<file path="src/rtl/decode_stage_hz.sv">
// MIPS decode stage: register file, immediate extension, load-use hazard
// detection and the ID/EX pipeline register.
module decode_stage_hz #(
  parameter int DATA_W  = 32,
  parameter int REG_CNT = 32,
  parameter int CTRL_W  = 20,
  parameter int BYPASS  = 1,
  localparam int ADDR_W = $clog2(REG_CNT)
) (
  input  logic              Clk,
  input  logic              Rst,
  input  logic [31:0]       InstrIn,
  input  logic              InstrValidIn,
  input  logic [31:0]       PcPlus4In,
  input  logic [CTRL_W-1:0] CtrlIn,
  input  logic              WbEnIn,
  input  logic [ADDR_W-1:0] WbRegIn,
  input  logic [DATA_W-1:0] WbDataIn,
  input  logic              ExMemReadIn,
  input  logic [ADDR_W-1:0] ExRtIn,
  input  logic              FlushIn,
  output logic              StallOut,
  output logic              ValidOut,
  output logic [CTRL_W-1:0] CtrlOut,
  output logic [DATA_W-1:0] Rs1DataOut,
  output logic [DATA_W-1:0] Rs2DataOut,
  output logic [DATA_W-1:0] ImmOut,
  output logic [ADDR_W-1:0] RsOut,
  output logic [ADDR_W-1:0] RtOut,
  output logic [ADDR_W-1:0] RdOut,
  output logic [31:0]       PcPlus4Out,
  output logic [15:0]       StallCntOut,
  output logic [DATA_W-1:0] V0Out,
  output logic [DATA_W-1:0] V1Out
);

  logic [DATA_W-1:0] rf [REG_CNT];

  logic [ADDR_W-1:0] rsIdx, rtIdx, rdIdx;
  logic [5:0]        opcode;
  logic [DATA_W-1:0] rsData, rtData, immExt;
  logic              hz, bubble;

  assign rsIdx  = InstrIn[21 +: ADDR_W];
  assign rtIdx  = InstrIn[16 +: ADDR_W];
  assign rdIdx  = InstrIn[11 +: ADDR_W];
  assign opcode = InstrIn[31:26];

  // Index 0 is forced last so neither storage nor bypass can make r0 nonzero.
  always_comb begin
    rsData = rf[rsIdx];
    rtData = rf[rtIdx];
    if (BYPASS != 0 && WbEnIn && WbRegIn == rsIdx) rsData = WbDataIn;
    if (BYPASS != 0 && WbEnIn && WbRegIn == rtIdx) rtData = WbDataIn;
    if (rsIdx == '0) rsData = '0;
    if (rtIdx == '0) rtData = '0;
  end

  // andi/ori/xori take a zero-extended immediate.
  always_comb begin
    if (opcode == 6'h0C || opcode == 6'h0D || opcode == 6'h0E)
      immExt = DATA_W'(InstrIn[15:0]);
    else
      immExt = DATA_W'($signed(InstrIn[15:0]));
  end

  assign hz       = InstrValidIn & ExMemReadIn & (ExRtIn != '0) &
                    ((ExRtIn == rsIdx) | (ExRtIn == rtIdx));
  assign StallOut = hz & ~FlushIn;
  assign bubble   = FlushIn | hz;

  always_ff @(posedge Clk) begin
    if (Rst) begin
      for (int i = 0; i < REG_CNT; i++) rf[i] <= '0;
    end else if (WbEnIn && WbRegIn != '0) begin
      rf[WbRegIn] <= WbDataIn;
    end
  end

  always_ff @(posedge Clk) begin
    if (Rst) begin
      ValidOut   <= 1'b0;
      CtrlOut    <= '0;
      Rs1DataOut <= '0;
      Rs2DataOut <= '0;
      ImmOut     <= '0;
      RsOut      <= '0;
      RtOut      <= '0;
      RdOut      <= '0;
      PcPlus4Out <= '0;
    end else begin
      ValidOut   <= InstrValidIn & ~bubble;
      CtrlOut    <= (InstrValidIn && !bubble) ? CtrlIn : '0;
      Rs1DataOut <= rsData;
      Rs2DataOut <= rtData;
      ImmOut     <= immExt;
      RsOut      <= rsIdx;
      RtOut      <= rtIdx;
      RdOut      <= rdIdx;
      PcPlus4Out <= PcPlus4In;
    end
  end

  always_ff @(posedge Clk) begin
    if (Rst)
      StallCntOut <= '0;
    else if (StallOut && StallCntOut != 16'hFFFF)
      StallCntOut <= StallCntOut + 16'd1;
  end

  assign V0Out = rf[2];
  assign V1Out = rf[3];

endmodule
</file>
<file path="config.mk">
export PLATFORM = sky130hd
export DESIGN_NAME = decode_stage_hz
export DESIGN_NICKNAME = d
export VERILOG_FILES = /design/src/rtl/decode_stage_hz.sv
export SDC_FILE = /design/constraint.sdc
export NUM_CORES = 2
export LEC_CHECK = 0
export CORE_ASPECT_RATIO = 0.5
export CORE_MARGIN = 4
export CORE_UTILIZATION = 60
export CTS_CLUSTER_DIAMETER = 100
export CTS_CLUSTER_SIZE = 12
export DETAILED_ROUTE_END_ITERATION = 10
export PLACE_DENSITY = 0.8
export RECOVER_POWER = 50
export SLEW_MARGIN = 20
export SYNTH_ARGS = -nofsm -noshare
export SYNTH_HDL_FRONTEND = slang
export SYNTH_SLANG_ARGS = --single-unit
</file>
<file path="constraint.sdc">
create_clock -name Clk -period 3.2 [get_ports Clk]
set_clock_uncertainty 0.1 [all_clocks]
set_input_delay 0.8 -clock Clk [delete_from_list [all_inputs] [get_ports Clk]]
set_output_delay 0.8 -clock Clk [all_outputs]
set_load 0.02 [all_outputs]
</file>
==> qor.csv <==
stage;metric;value;unit
placement;hpwl;115200;µm
setup_path;path_buf_inv;4;
setup_path;path_depth;7;
clocking;root_buffer;clkbuf_16;
layout;num-nets-final;4455;
setup_path;criticalPathCategory;primary input to flop;
floorplan;start_util;60.81;%
placement;globalplace.congestion;0.8924;
detailed_routing;wire_per_inst;32.33;µm
outcome;violations;setup timing;
timing;setup_viol;18;
setup_path;crit_slowest_cell;clkbuf_2;
placement;dpl_cell_area;66980;µm²
clocking;cts_tree;done;
floorplan;dieArea;104900;µm²
detailed_routing;num_vias;39489;
detailed_routing;wirelength;185600;µm
grt;grt_pass1_vias;40314;
grt;antenna_found_initial;5;
grt;grt_start_max_net_pins;100;
yosys;synth_top_family_by_area;multiplexers;
setup_path;cp-start-kind;primary input;
clocking;h-tree-depth;3;
outcome;status;finished with violations;
clocking;cts_buffers;108;
clocking;cts.clk_slew.worst_paths;0.07;ns
setup_path;critPathTopFamily;buffers and inverters;
setup_path;cp-end-kind;flop;
clocking;postCtsSetupBuffers;0;
setup_path;path_max_fanout;28;
yosys;syn-cell-area;59720;µm²
floorplan;fp.dieH;231.1;µm
setup_path;r2r_cells;6;
yosys;synth-adder-area-share;0.02095;%
floorplan;coreArea;98210;µm²
detailed_routing;drtPass1Iterations;5;
yosys;syn_avg_cell_area;15.21;µm²
pwr;total_leakage_power;23.93;nW
setup_path;critPathMostFrequentCell;clkbuf_1;
pwr;max-vdd-ir-drop;0.0004525;V
timing;hold_violations;0;
timing;tightestPinTransition;1.433;ns
yosys;synthCells;3926;
yosys;synth-seq-cells;1184;
floorplan;die_x;454.2;µm
pwr;power;35.18;mW
clocking;ctsHoldBuffers;0;
detailed_routing;ant_nets;0;
layout;postLayoutCellArea;69400;µm²
timing;fmax;311.0;MHz
yosys;synth_xor_area_share;0.2933;%
detailed_routing;drt_first_iter_violations;5682;
placement;numPortBuffers;376;
timing;maxSlewHeadroom;4.439;%
detailed_routing;drcViolationCount;0;
grt;grt_pass1_wl;267800;µm
grt;grt_usage;35.40;%
yosys;yosys.area_share.simple;13.75;%
detailed_routing;avgViaCountPerCell;6.881;
timing;fin_crit;3.216;ns
layout;area_growth;16.21;%
layout;layout_commonest_cell;edfxtp_1;
timing;min_period_over_period;100.5;%
timing;worst_slack;-0.01554;ns
yosys;synth.area.mux_share;23.80;%
layout;layout_common_cells;edfxtp_1 (1024), and2_1 (808), mux4_2 (570);
timing;rsz0062_at_grt;false;
yosys;yosys.cell_types.count;43;
grt;grt.overflow.total;0;
clocking;clock_latency;0.73;ns
floorplan;ioPinCount;377;
yosys;yosysWarningCount;0;
setup_path;max_stage_delay;0.69;ns
worst_hold_path;hold_path_depth;2;
yosys;yosysSeqAreaShare;56.85;%
run;maxCapViolations;0;
worst_hold_path;hp-class;flop to flop;
setup_path;worstPathRequired;3.56;ns
setup_path;cp_data_arrival_time;3.58;ns
pwr;cellPowerDensity;507.0;nW/µm²
layout;drive_above_1_share;22.97;%
yosys;synth-compound-area-share;2.248;%
floorplan;rows;81;
clocking;cts.sinks;1184;
setup_path;path_cells;dlygate4sd3_1, clkbuf_1, nand3_1, clkbuf_1, nor2_1, clkbuf_2, and2_0;
clocking;clock_path_buffers;3;
timing;slew_viol_final;0;
## layer usage
metal	wire length (µm)	track usage [%]	share of wire (%)
met5	41	0	0.022
met2	84690	54.44	46
met1	63930	47.19	34
met3	25890	9.544	14
met4	11010	17.92	5.9
## logic make-up after synthesis
kind of cell	after synthesis
flip-flops	1184
XOR/XNOR	20
buffers and inverters	426
adder cells (fa/ha/maj)	1
AO/OA/AOI/OAI	225
multiplexers	707
other	1
AND/OR/NAND/NOR	1362
## cell usage after synthesis (all sizes together)
cell	number	share of area (%)
mux4	570	21
o211ai	1	0.013
mux2i	132	2.2
nor4b	3	0.044
a22oi	3	0.038
buf	132	1.2
nand2	86	0.54
a2111oi	1	0.015
a21oi	74	0.62
or4	8	0.10
or2	31	0.32
and2	1075	11
nand3	11	0.092
a31o	2	0.029
mux2	5	0.094
nor2b	64	0.67
and3	6	0.063
dfxtp	160	5.4
nor3b	4	0.050
nor3	8	0.084
xor2	12	0.18
edfxtp	1024	51
nor4	3	0.031
nand4	5	0.052
xnor2	8	0.12
o31ai	7	0.088
o21ai	68	0.57
conb	1	0.0063
a211o	4	0.059
nand3b	6	0.075
or3	3	0.040
clkbuf	289	1.8
inv	5	0.031
a211oi	65	0.82
nor2	47	0.30
or3b	2	0.029
ha	1	0.021
## state kept, by name, summed over array words and instances, names as in the netlist, 16 cells and up
name         count
Rs2DataOut      32
StallCntOut     16
PcPlus4Out      32
Rs1DataOut      32
rf            1024
ImmOut          17
CtrlOut         20
## what timing repair did
action / 4_1_cts / 5_1_grt
pin swaps: 2 / 3
gates cloned: 0 / 0
resized for setup: 10 / 1
endpoints found under the setup margin: 1 / 1
## layout make-up
cell class	count	area, µm²
diodes	1	2.502
clock buffers	197	3122
fillers	6282	28810
inverters	5	18.77
repair buffers	676	6510
multi-input cells	2347	24120
clock inverters	1	8.758
flip-flops and latches	1184	33950
well taps	1328	1662
## stage by stage
stage / util (%) / cells / setup TNS [ns] / setup slack [ns] / hold WS, ns
after floorplan: - / 3957 / 0 / 0.2387 / 0.4593
final: 70.66 / 5739 / -0.09522 / -0.01554 / 0.4144
after detailed placement: 68.20 / 5540 / -13.73 / -0.6404 / 0.4038
after global routing: 70.66 / 5738 / 0 / 0.001993 / 0.4407
after global placement: 68.20 / 5540 / -8.875 / -0.6179 / 0.3839
after CTS: 71.38 / 5738 / 0 / 0.01729 / 0.1779
## power by group
group | switching (mW) | total (mW) | internal [mW]
logic | 2.52 | 4.81 | 2.30
clock network | 5.73 | 12.2 | 6.51
registers | 0.492 | 18.1 | 17.6
## worst reg2reg max path, cell delays in order (launching register included)
cell,delay (ns)
dfxtp_1,0.39
and3_1,0.22
and3_1,0.28
nand4_1,0.12
or3b_2,0.45
nor3_1,0.18
mux2_2,0.36
## final timing paths
path | start | end | slack, ns
worst max-delay path | WbRegIn[1] | rf[27][27]$_SDFFCE_PN0P_ | -0.02
worst min-delay path | StallCntOut[9]$_SDFFE_PP0P_ | StallCntOut[9]$_SDFFE_PP0P_ | 0.41
worst max register to register | StallCntOut[7]$_SDFFE_PP0P_ | StallCntOut[15]$_SDFFE_PP0P_ | 0.99
worst min register to register | StallCntOut[9]$_SDFFE_PP0P_ | StallCntOut[9]$_SDFFE_PP0P_ | 0.41
(Power assumes the default switching activity.)
